--- src/rtl/act_fetch_engine.sv ---
// Activation buffer read engine: walks a strided address sequence on port B and
// streams the returned vectors through a small FIFO with valid/ready backpressure.
module act_fetch_engine #(
   parameter int DATA_WIDTH = 128,
   parameter int ADDR_WIDTH = 16,
   parameter int LEN_WIDTH  = 16,
   parameter int FIFO_DEPTH = 4
) (
   input  logic                  i_clk,
   input  logic                  i_rst,
   input  logic                  i_start,
   input  logic [ADDR_WIDTH-1:0] i_base_addr,
   input  logic [ADDR_WIDTH-1:0] i_stride,
   input  logic [LEN_WIDTH-1:0]  i_length,
   output logic                  o_busy,
   output logic                  o_done,
   output logic [ADDR_WIDTH-1:0] o_buf_addr,
   input  logic [DATA_WIDTH-1:0] i_buf_rdata,
   output logic                  o_out_valid,
   input  logic                  i_out_ready,
   output logic [DATA_WIDTH-1:0] o_out_data,
   output logic                  o_out_last
);

   localparam int PW = $clog2(FIFO_DEPTH);
   localparam logic [PW:0] DEPTH_C = FIFO_DEPTH[PW:0];

   typedef enum logic [1:0] {S_IDLE, S_FETCH, S_DRAIN, S_DONE} state_t;

   state_t                r_state;
   logic [ADDR_WIDTH-1:0] r_addr_q;
   logic [ADDR_WIDTH-1:0] r_stride;
   logic [ADDR_WIDTH-1:0] r_buf_addr;
   logic [LEN_WIDTH-1:0]  r_length;
   logic [LEN_WIDTH-1:0]  r_issue_cnt;
   logic                  r_inflight;
   logic                  r_inflight_last;
   logic                  r_busy;
   logic                  r_done;
   logic [DATA_WIDTH-1:0] r_mem [FIFO_DEPTH];
   logic [FIFO_DEPTH-1:0] r_last_tag;
   logic [PW-1:0]         r_wr_ptr;
   logic [PW-1:0]         r_rd_ptr;
   logic [PW:0]           r_count;

   logic                  w_issue;
   logic                  w_last_issue;
   logic                  w_pop;
   logic [PW:0]           w_occ;

   // Slots already promised to an in-flight read count as occupied.
   assign w_occ        = r_count + {{PW{1'b0}}, r_inflight};
   assign w_issue      = (r_state == S_FETCH) && (w_occ < DEPTH_C);
   assign w_last_issue = (r_issue_cnt == (r_length - 1'b1));
   assign w_pop        = o_out_valid && i_out_ready;

   assign o_busy      = r_busy;
   assign o_done      = r_done;
   assign o_buf_addr  = w_issue ? r_addr_q : r_buf_addr;
   assign o_out_valid = (r_count != '0);
   assign o_out_data  = o_out_valid ? r_mem[r_rd_ptr] : '0;
   assign o_out_last  = o_out_valid && r_last_tag[r_rd_ptr];

   always_ff @(posedge i_clk) begin
      if (r_inflight) begin
         r_mem[r_wr_ptr] <= i_buf_rdata;
      end
   end

   always_ff @(posedge i_clk) begin
      if (i_rst) begin
         r_state         <= S_IDLE;
         r_addr_q        <= '0;
         r_stride        <= '0;
         r_buf_addr      <= '0;
         r_length        <= '0;
         r_issue_cnt     <= '0;
         r_inflight      <= 1'b0;
         r_inflight_last <= 1'b0;
         r_busy          <= 1'b0;
         r_done          <= 1'b0;
         r_last_tag      <= '0;
         r_wr_ptr        <= '0;
         r_rd_ptr        <= '0;
         r_count         <= '0;
      end else begin
         r_done          <= 1'b0;
         r_inflight      <= w_issue;
         r_inflight_last <= w_issue && w_last_issue;

         if (w_issue) begin
            r_buf_addr  <= r_addr_q;
            r_addr_q    <= r_addr_q + r_stride;
            r_issue_cnt <= r_issue_cnt + 1'b1;
         end

         if (r_inflight) begin
            r_last_tag[r_wr_ptr] <= r_inflight_last;
            r_wr_ptr             <= r_wr_ptr + 1'b1;
         end
         if (w_pop) begin
            r_rd_ptr <= r_rd_ptr + 1'b1;
         end
         case ({r_inflight, w_pop})
            2'b10:   r_count <= r_count + 1'b1;
            2'b01:   r_count <= r_count - 1'b1;
            default: r_count <= r_count;
         endcase

         case (r_state)
            S_IDLE: begin
               if (i_start) begin
                  r_addr_q    <= i_base_addr;
                  r_stride    <= i_stride;
                  r_length    <= i_length;
                  r_issue_cnt <= '0;
                  if (i_length == '0) begin
                     r_state <= S_DONE;
                     r_done  <= 1'b1;
                  end else begin
                     r_state <= S_FETCH;
                     r_busy  <= 1'b1;
                  end
               end
            end
            S_FETCH: begin
               if (w_issue && w_last_issue) begin
                  r_state <= S_DRAIN;
               end
            end
            S_DRAIN: begin
               // The last-tagged pop leaves the FIFO empty with no read in flight.
               if (w_pop && o_out_last) begin
                  r_state <= S_DONE;
                  r_busy  <= 1'b0;
                  r_done  <= 1'b1;
               end
            end
            default: begin
               r_state <= S_IDLE;
            end
         endcase
      end
   end

endmodule

--- config.mk ---
export PLATFORM = sky130hd
export DESIGN_NAME = act_fetch_engine
export DESIGN_NICKNAME = d
export VERILOG_FILES = /design/src/rtl/act_fetch_engine.sv
export SDC_FILE = /design/constraint.sdc
export NUM_CORES = 1
export LEC_CHECK = 0
export BUFFER_PORTS_ARGS = -buffer_cell sky130_fd_sc_hd__clkbuf_2
export CAP_MARGIN = 20
export CORE_MARGIN = 1.5
export CORE_UTILIZATION = 48
export DETAILED_ROUTE_END_ITERATION = 10
export PLACE_DENSITY = 0.83
export SETUP_SLACK_MARGIN = 0.2
export SLEW_MARGIN = 20
export SYNTH_ARGS = -nofsm -noshare
export SYNTH_HDL_FRONTEND = slang
export SYNTH_SLANG_ARGS = --single-unit
--- constraint.sdc ---
create_clock -name i_clk -period 4.3 [get_ports i_clk]
set_input_delay 0.43 -clock i_clk [delete_from_list [all_inputs] [get_ports i_clk]]
set_output_delay 0.43 -clock i_clk [all_outputs]
set_load 0.03 [all_outputs]
==> out/qor.csv, run 1 <==
stage,metric,value,unit
run_status,status,finished clean,
yosys,synthesized instance count,1487,
yosys,Yosys cell types,65,
power,Net Sw Power,5890,uW
timing,RSZ-0062 raised after global routing,no,
clock_network,CTS buffer count,61,
yosys,yosys warns,0,
placement,hpwl dp,33.1,mm
power,power per cell area,592,nW/um^2
drt,post-DR vias/cell,5.59,
min_path,Hold Path Class,input port to register,
cells_and_area,Filler Cells Inserted,3614,
setup_path,CP startpoint kind,register,
drt,Routed Antenna Nets,0,
die,Die W,229,um
cells_and_area,Multi-input gate area,6840,um^2
timing,Peak Freq,302,MHz
clock_network,"Setup Fix Bufs, Post-CTS",0,
clock_network,CTS sink cnt,611,
power,maximum vdd ir drop,460,uV
flow_run,max cap viols,0,
clock_network,CTS tree,done,
yosys,Post-Synth Adder-Cell Area,1.49,%
placement,IO Port Bufs,327,
die,Ports,328,
yosys,largest area contributor in the netlist,edfxtp_1,
yosys,largest family of logic cells by synthesized area,multiplexers,
global_routing,initial antenna violation count,6,
yosys,mux cell area share after synthesis,12.1,%
drt,DR WL/cell,22.0,um
yosys,Yosys top cell area share,62.6,%
yosys,Syn Nets,1695,
global_routing,first-pass GRT wire length,91.3,mm
power,Internal,12200,uW
timing,Setup Skew,0.0177,ns
cells_and_area,nets@finish,2152,
cells_and_area,"Design Area, Final",30400,um^2
yosys,top_reg_cell synth,edfxtp_1,
drt,Vias,14900,
cells_and_area,share of layout cells above drive strength 1,30.3,%
timing,max-slew violation count,0,
yosys,sequential area share after synthesis,70.7,%
setup_path,arrival time at the worst endpoint,2.88,ns
global_routing,GR peak layer,met2,
die,Vert. Die Dim,229,um
yosys,compound-cell area share of the yosys netlist,3.11,%
global_routing,largest net degree at the start of global routing,75,
clock_network,CTS max path bufs,3,
timing,slew margin rel.,35.3,%
setup_path,crit-path max FO,74,
global_routing,met2 Track Usage GR,39.4,%
global_routing,vias in the first global route,15900,
power,Leakage,0.0108,uW
power,switching fraction of total power,32.6,%
placement,dpl cell area,27000,um^2
timing,setup tns final,0,ns
timing,Final min period,3.31,ns
timing,Worst-Margin Slew,0.971,ns
setup_path,crit end category,output port,
clock_network,CTS root buf,clkbuf_16,
global_routing,Congestion Overflow GR,0,
drt,final WL,58.9,mm
power,Sequential Power Share,39.7,%
yosys,Post-Synth Simple-Gate Area,9.26,%
yosys,ys async rst share,0,%
yosys,xor/xnor share of the synthesized area,1.75,%
power,Clock power frac,32.0,%
clock_network,CTS H-tree lvls,2,
drt,drc violations,0,
power,overall power,18000,uW
global_routing,M1 GR Usage,28.1,%
clock_network,Clock transition at path regs,0.06,ns
setup_path,critical setup path kind,register to output port,
die,Site Rows,82,
cells_and_area,Reg area,17400,um^2
clock_network,CTS resizes,0,
yosys,"EDFF count, synth",512,
global_routing,GR Layer Usage met3,4.71,%
cells_and_area,Layout area overhead,24.0,%
die,die area,52500,um^2
global_routing,overall global routing resource usage,22.6,%
timing,Final Cycle Share,77.0,%
drt,DR iter-0 viols,1414,
die,Core Area,50300,um^2
setup_path,CP required,3.87,ns
drt,Pre-antenna DRT Iters,5,
timing,final hold violations,0,
yosys,Post-Syn Area,24600,um^2
yosys,syn avg cell area,16.5,um^2
yosys,"top cells by area, synth","edfxtp_1 (63%), mux4_2 (12%), dfxtp_1 (8.1%)",
clock_network,Worst-Skew Late Latency,0.64,ns
power,combinational share of power,28.3,%
yosys,Yosys reg bits,611,
timing,Final setup viols,0,
die,Initial Util,48.8,%
placement,routability cong.,0.863,
## power groups by stage
stage | registers, uW | logic (uW) | clock network [uW]
2_1_floorplan | 7170 | 3620 | 0
3_3_place_gp | 7240 | 4890 | 0
3_5_place_dp | 7270 | 4970 | 0
4_1_cts | 7160 | 5110 | 5850
5_1_grt | 7210 | 5480 | 6100
6_report | 7160 | 5100 | 5780
## through the flow
step | hold slack [ns] | util (%) | instances | setup slack (ns)
floorplan | 0.440 | - | 1487 | 0.250
global placement | 0.447 | 53.7 | 2431 | 1.64
detailed placement | 0.455 | 53.7 | 2431 | 1.58
CTS | 0.000802 | 60.6 | 2669 | 0.910
global route | 0.0207 | 60.6 | 2670 | 0.782
finish | 0.0452 | 60.6 | 2670 | 0.990
## logic make-up (layout without fill, tap and decap cells)
family,Yosys count,after routing
AO/OA/AOI/OAI,127,127
XOR/XNOR,49,49
adder cells (fa/ha/maj),28,28
buffers and inverters,96,606
flip-flops,611,611
multiplexers,136,136
other,0,1
AND/OR/NAND/NOR,440,440
## final timing paths
check	from	end	slack (ns)	depth (start not counted)
max	r_count[0]$_SDFFE_PP0P_	o_out_data[108]	0.99	4
min	i_buf_rdata[86]	r_mem[0][86]$_DFFE_PP_	0.05	1
max reg2reg	r_addr_q[0]$_SDFF_PP0_	r_addr_q[14]$_SDFF_PP0_	1.47	10
min reg2reg	r_stride[2]$_SDFFE_PP0P_	r_stride[2]$_SDFFE_PP0P_	0.46	2
## critical path: stages (launching register included)
cell      delay (ns)
dfxtp_1         0.41
or3_4           0.58
buf_4           0.73
and2_1          0.28
clkbuf_2        0.23
## registers in the layout (all words and copies together), names as in the netlist, named ones only
name,count
r_issue_cnt,16
r_count,3
r_rd_ptr,2
r_length,16
r_last_tag,4
o_done,1
r_mem,512
r_inflight,1
r_stride,16
r_wr_ptr,2
r_addr_q,16
r_inflight_last,1
r_buf_addr,16
r_state,2
o_busy,1
## metal layers
| metal | up-vias | wire (um) |
|---|---|---|
| li1 | 6593 | - |
| met1 | 7639 | 22900 |
| met2 | 575 | 30600 |
| met3 | 101 | 3850 |
| met4 | 6 | 1500 |
| met5 | - | 45 |
## final cells by class
type,instances,area share (%)
Timing Repair Buffer,470,10.2
Multi-Input combinational cell,780,22.4
Clock inverter,49,2.07
Tap cell,672,2.76
Sequential cell,611,57.0
Antenna cell,1,0.00822
Inverter,20,0.263
Clock buffer,67,5.19
## synthesized netlist by cell type (5+ instances only)
cell type  instances
inv_1             19
xor2_1            25
nor2_1            52
ha_1              26
nand2b_1           5
o21ai_1           13
a311oi_1           6
nor4_1             7
dfxtp_1           99
buf_1             18
mux4_2           129
nand3_1           10
edfxtp_1         512
o211ai_1           6
nand4_1            5
a211oi_1           5
xnor2_1           24
nor3_1            16
or3_1              8
clkbuf_1          54
nand2_1          153
o21ai_0           10
a21oi_1           62
and2_1           151
## placed cells by master, fill, tap and decap left out, types with 5 or more instances in the layout
cell,instances
ha_1,26
clkbuf_2,327
nand4_1,5
edfxtp_1,512
clkinvlp_4,8
dlygate4sd3_1,122
nand2b_1,5
nor3_1,16
clkinv_4,5
clkbuf_16,62
dfxtp_1,97
a311oi_1,6
inv_1,19
clkinv_1,10
nand2_1,153
o21ai_0,10
bufinv_16,12
mux4_2,129
xnor2_1,24
or3_1,7
a211oi_1,5
nor2_1,52
clkinv_2,11
buf_4,13
and2_1,147
o21ai_1,12
o211ai_1,6
buf_12,8
xor2_1,25
a21oi_1,62
nand3_1,10
nor4_1,7
## repair_timing
item | 4_1_cts | 5_1_grt
hold buffers | 122 | 0
setup endpoints to repair | 0 | 0
endpoints found under the hold margin | 472 | 0
No activity file was read; power rests on OpenSTA's default activity.
==> inputs of run 2 (changes only) <==
--- a/config.mk
+++ b/config.mk
@@ -10,7 +10,7 @@
 export CORE_MARGIN = 1.5
 export CORE_UTILIZATION = 48
 export DETAILED_ROUTE_END_ITERATION = 10
-export PLACE_DENSITY = 0.83
+export PLACE_DENSITY = 0.8
 export SETUP_SLACK_MARGIN = 0.2
 export SLEW_MARGIN = 20
 export SYNTH_ARGS = -nofsm -noshare
==> constraint.sdc (replaced) <==
create_clock -name i_clk -period 3.25 [get_ports i_clk]
set_input_delay 0.325 -clock i_clk [delete_from_list [all_inputs] [get_ports i_clk]]
set_output_delay 0.325 -clock i_clk [all_outputs]
set_load 0.03 [all_outputs]
==> run 2 against run 1 <==
  * Sequential share of layout area decreased by 1.3 points
  * Utilization increased by 1.4 points
  * Via count increased by 2.0%
  * Combinational power increased by 38%
  * Cell area increased by 2.3%
  * Power increased by 34%
  * Worst setup slack got worse by 0.57 ns
  * Critical path type unchanged
  * Highest routed layer unchanged
==> out/qor.csv, run 2 (synthesis gave the netlist of run 1 again) <==
stage,metric,value,unit
timing,Worst-Margin Slew,0.859,ns
clock_network,CTS tree,done,
setup_path,arrival time at the worst endpoint,2.51,ns
die,Initial Util,48.8,%
placement,Placed Cells,2441,
drt,final WL,60.1,mm
clock_network,CTS root buf,clkbuf_16,
cells_and_area,Filler Cells Inserted,3532,
die,Die W,229,um
timing,Final setup viols,0,
cells_and_area,"commonest non-fill, non-tap cell in the layout",edfxtp_1,
cells_and_area,most frequent cells in the layout,"edfxtp_1 (512), clkbuf_2 (327), dlygate4sd3_1 (169), nand2_1 (153), and2_1 (147)",
drt,post-DR vias/cell,5.57,
placement,dpl cell area,27200,um^2
global_routing,Congestion Overflow GR,0,
timing,setup tns final,0,ns
setup_path,highest cell delay on the worst timing path,0.61,ns
drt,DR iter-0 viols,1170,
setup_path,CP startpoint kind,register,
placement,IO Port Bufs,327,
setup_path,critical setup path kind,register to output port,
setup_path,CP required,2.92,ns
timing,final hold violations,0,
setup_path,crit-path max FO,25,
clock_network,CTS sink cnt,611,
power,Leakage,0.0111,uW
global_routing,largest net degree at the start of global routing,131,
drt,Vias,15200,
timing,slew margin rel.,42.7,%
cells_and_area,nets@finish,2215,
global_routing,initial antenna violation count,3,
placement,hpwl dp,33.6,mm
setup_path,CP Cell Sequence,buf_12 -> mux4_2 -> and2_1 -> clkbuf_2,
power,maximum vdd ir drop,532,uV
power,power per cell area,774,nW/um^2
drt,drc violations,0,
clock_network,Worst-Skew Late Latency,0.60,ns
drt,Routed Antenna Nets,0,
timing,RSZ-0062 raised after global routing,no,
die,Core Area,50300,um^2
cells_and_area,Multi-input gate area,6830,um^2
die,Site Rows,82,
die,die area,52500,um^2
clock_network,Clock transition at path regs,0.06,ns
timing,Setup Skew,0.0405,ns
cells_and_area,Reg area,17400,um^2
die,Ports,328,
cells_and_area,Final Non-Filler Cells,2732,
setup_path,"slowest stage cell, crit path",dfxtp_4,
cells_and_area,Biggest register,r_mem,
timing,max-slew violation count,0,
drt,Pre-antenna DRT Iters,5,
placement,routability cong.,0.904,
clock_network,CTS H-tree lvls,3,
global_routing,vias in the first global route,15700,
drt,DR WL/cell,22.0,um
clock_network,CTS max path bufs,3,
global_routing,overall global routing resource usage,22.9,%
clock_network,CTS buffer count,66,
flow_run,max cap viols,0,
run_status,status,finished clean,
cells_and_area,max FFs per register,512,
timing,Final min period,2.83,ns
timing,Final Cycle Share,87.2,%
min_path,Hold Path Class,input port to register,
timing,hold slack final,0.0393,ns
cells_and_area,share of layout cells above drive strength 1,29.8,%
setup_path,crit end category,output port,
cells_and_area,Layout area overhead,26.8,%
die,Vert. Die Dim,229,um
cells_and_area,"Design Area, Final",31100,um^2
timing,Peak Freq,353,MHz
global_routing,first-pass GRT wire length,91.5,mm
[run 2: final timing paths]
check             slack (ns)                       end                startpoint  cells after the start
setup / recovery        0.42           o_out_data[107]                  register                      4
hold / removal          0.04   r_addr_q[11]$_SDFF_PP0_           i_base_addr[11]                      3
setup reg to reg        0.60   r_addr_q[14]$_SDFF_PP0_    r_addr_q[0]$_SDFF_PP0_                     10
hold reg to reg         0.46  r_stride[3]$_SDFFE_PP0P_  r_stride[3]$_SDFFE_PP0P_                      2
[run 2: layout make-up]
class,count,share of cell area (%)
sequential,611,55.8
multi-input combinational,780,21.9
timing repair buffer,528,12.1
clock buffer,83,5.68
tap,672,2.70
clock inverter,37,1.53
inverter,20,0.257
antenna,1,0.00804
[run 2: through the flow]
step,utilization [%],total power [uW],setup slack (ns)
after global routing,61.9,25000,0.221
after detailed placement,54.0,16300,0.730
final,61.9,24100,0.417
after CTS,61.9,24100,0.221
after floorplan,-,14200,0.567
after global placement,54.0,16200,0.708
[run 2: report_power, final]
part / total, uW / switching (uW) / internal, uW
Clock: 7630 / 3200 / 4440
Sequential: 9440 / 352 / 9090
Combinational: 7020 / 4390 / 2630
[run 2: routing by layer]
metal / global-route usage [%] / vias up / routed length [um]
met5: 0 / - / 30
met4: 7.85 / 4 / 1840
met3: 5.39 / 127 / 3970
met2: 39.7 / 596 / 31200
met1: 28.1 / 7773 / 23100
li1: - / 6713 / -
[run 2: worst max-delay path, delay by kind of cell (launching register included)]
kind | cells | cell delay [ns]
and+or+nand+nor | 1 | 0.21
buffers and inverters | 2 | 0.49
DFF | 1 | 0.61
muxes | 1 | 0.59
[run 2: timing repair]
action                                 4_1_cts  5_1_grt
endpoints found under the hold margin      553        0
hold buffers                               169        0
gates resized for setup                      0        1
setup endpoints to repair                    0       54
buffers inserted                             0        1
==> inputs of run 3 (changes only) <==
--- a/config.mk
+++ b/config.mk
@@ -6,11 +6,11 @@
 export NUM_CORES = 1
 export LEC_CHECK = 0
 export BUFFER_PORTS_ARGS = -buffer_cell sky130_fd_sc_hd__clkbuf_2
-export CAP_MARGIN = 20
 export CORE_MARGIN = 1.5
 export CORE_UTILIZATION = 48
 export DETAILED_ROUTE_END_ITERATION = 10
 export PLACE_DENSITY = 0.8
+export REMOVE_ABC_BUFFERS = 1
 export SETUP_SLACK_MARGIN = 0.2
 export SLEW_MARGIN = 20
 export SYNTH_ARGS = -nofsm -noshare
==> run 3 against run 2 <==
  * Non-clock buffer count is 7 lower
  * First-iteration DRC count is 15% lower
  * Cell count is 0.44% lower
  * Sequential power is 0.4% lower
  * Flip-flop and latch count stayed put
  * Via count is 2.3% lower
  * Combinational power is 1% lower
  * Clock skew is 0.027 ns lower
  * Die area stayed put
==> out/qor.csv, run 3 (synthesis gave the netlist of run 1 again) <==
stage,metric,value,unit
power,combinational share of power,29.9,%
power,Clock power frac,29.6,%
die,Core Area,50300,um^2
setup_path,crit-path max FO,25,
timing,Final setup viols,0,
clock_network,CTS sink cnt,611,
cells_and_area,Biggest register,r_mem,
drt,Pre-antenna DRT Iters,5,
cells_and_area,"commonest non-fill, non-tap cell in the layout",edfxtp_1,
cells_and_area,Layout area overhead,25.6,%
die,Vert. Die Dim,229,um
power,Sequential Power Share,40.5,%
drt,post-DR vias/cell,5.47,
drt,final WL,56.0,mm
die,Site Rows,82,
drt,Routed Antenna Nets,0,
power,overall power,23200,uW
min_path,Hold Path Class,input port to register,
setup_path,Setup crit start,r_inflight$_SDFF_PP0_,
setup_path,Reg2Reg Depth,10,
placement,hpwl dp,31.8,mm
cells_and_area,most frequent cells in the layout,"edfxtp_1 (512), clkbuf_2 (327), dlygate4sd3_1 (169), nand2_1 (153), and2_1 (147)",
clock_network,CTS max path bufs,3,
power,Leakage,0.0110,uW
clock_network,Clock transition at path regs,0.07,ns
drt,DR iter-0 viols,990,
setup_path,arrival time at the worst endpoint,2.50,ns
placement,routability cong.,0.872,
setup_path,CP required,2.92,ns
power,switching fraction of total power,32.5,%
global_routing,first-pass GRT wire length,87.3,mm
cells_and_area,max FFs per register,512,
power,power per cell area,752,nW/um^2
timing,RSZ-0062 raised after global routing,no,
die,Die W,229,um
clock_network,CTS root buf,clkbuf_16,
timing,final hold violations,0,
power,Net Sw Power,7540,uW
cells_and_area,Filler Cells Inserted,3542,
timing,Setup Skew,0.0139,ns
setup_path,crit path capture,o_buf_addr[10],
setup_path,CP startpoint kind,register,
timing,Worst-Margin Slew,1.03,ns
placement,IO Port Bufs,327,
drt,Vias,14900,
cells_and_area,share of layout cells above drive strength 1,29.0,%
timing,Final min period,2.83,ns
die,die area,52500,um^2
drt,DR WL/cell,20.6,um
clock_network,CTS tree,done,
timing,Final Cycle Share,87.0,%
timing,slew margin rel.,31.2,%
die,Initial Util,48.8,%
global_routing,overall global routing resource usage,21.3,%
flow_run,max cap viols,0,
clock_network,Worst-Skew Late Latency,0.61,ns
die,Ports,328,
global_routing,initial antenna violation count,6,
power,maximum vdd ir drop,564,uV
setup_path,critical setup path kind,register to output port,
global_routing,vias in the first global route,15700,
power,Internal,15700,uW
cells_and_area,Finished Core Util,61.3,%
run_status,status,finished clean,
setup_path,crit end category,output port,
clock_network,CTS buffer count,59,
clock_network,CTS H-tree lvls,2,
timing,max-slew violation count,0,
setup_path,Worst R2R Setup Slack,0.61,ns
setup_path,RR Startpoint,r_addr_q[0]$_SDFF_PP0_,
global_routing,Congestion Overflow GR,0,
clock_network,CTS resizes,0,
timing,Peak Freq,354,MHz
drt,drc violations,0,
cells_and_area,nets@finish,2201,
setup_path,FF-to-FF End,r_addr_q[14]$_SDFF_PP0_,
global_routing,largest net degree at the start of global routing,131,
run 3: cell count changes in the layout (fill, tap and decap cells not counted), moves of 3 or more:
cell / before / now
buf_4: 16 / 8
clkbuf_16: 66 / 61
clkbuf_8: 5 / 0
clkinv_1: 8 / 12
diode_2: 1 / 5
clkinvlp_2: 0 / 3
run 3: layout make-up:
type                       count  area [um^2]  area share (%)
tap                          672          841            2.73
antenna                        5         12.5          0.0406
timing repair buffer         521         3730            12.1
clock inverter                39          414            1.34
sequential                   611        17400            56.3
inverter                      20         80.1           0.260
multi-input combinational    780         6840            22.2
clock buffer                  72         1550            5.02
run 3: power groups by stage:
stage	registers, uW	logic (uW)	clock network, uW
2_1_floorplan	9750	4610	0
3_3_place_gp	9520	6600	0
3_5_place_dp	9570	6690	0
4_1_cts	9410	6890	6980
5_1_grt	9440	7450	7290
6_report	9400	6930	6870
run 3: repair_timing:
item                       CTS  global route
hold endpoints to repair   553             0
hold buffers               169             0
setup endpoints to repair    0             1
buffers inserted             0             1
run 3: stage by stage:
step	instances	hold WS (ns)	cell area, um^2	setup WS, ns	TNS [ns]
6_report	2720	0.0541	30800	0.423	0
5_1_grt	2719	0.0516	30800	0.268	0
4_1_cts	2714	0.00511	30800	0.276	0
3_5_place_dp	2434	0.454	27100	0.595	0
3_3_place_gp	2434	0.448	27100	0.726	0
2_1_floorplan	1411	0.394	24300	-3.29	-808.99
run 3: worst min path at each step:
stage                              startpoint                         to  depth (start not counted)
global placement     r_stride[0]$_SDFFE_PP0P_   r_stride[0]$_SDFFE_PP0P_                          2
global route                   i_base_addr[9]     r_addr_q[9]$_SDFF_PP0_                          3
detailed placement  r_stride[10]$_SDFFE_PP0P_  r_stride[10]$_SDFFE_PP0P_                          2
floorplan                               i_rst          o_done$_SDFF_PP0_                          1
finish                         i_base_addr[9]     r_addr_q[9]$_SDFF_PP0_                          3
CTS                           i_base_addr[11]    r_addr_q[11]$_SDFF_PP0_                          3
run 3: worst max-delay path, cell delays in order, from the launching register on:
cell	delay [ns]
dfxtp_1	0.51
and4_1	0.32
o21a_1	0.26
buf_4	0.35
nand2_1	0.14
nand2_1	0.10
clkbuf_2	0.21
run 3: routing by layer:
| metal | GRT usage, % | up-vias | part of all wire [%] |
|---|---|---|---|
| met5 | 0 | - | 0.021 |
| met4 | 5.02 | 2 | 1.9 |
| met2 | 37.3 | 584 | 51 |
| met3 | 4.26 | 80 | 7.0 |
| met1 | 27.4 | 7516 | 40 |
| li1 | - | 6688 | - |
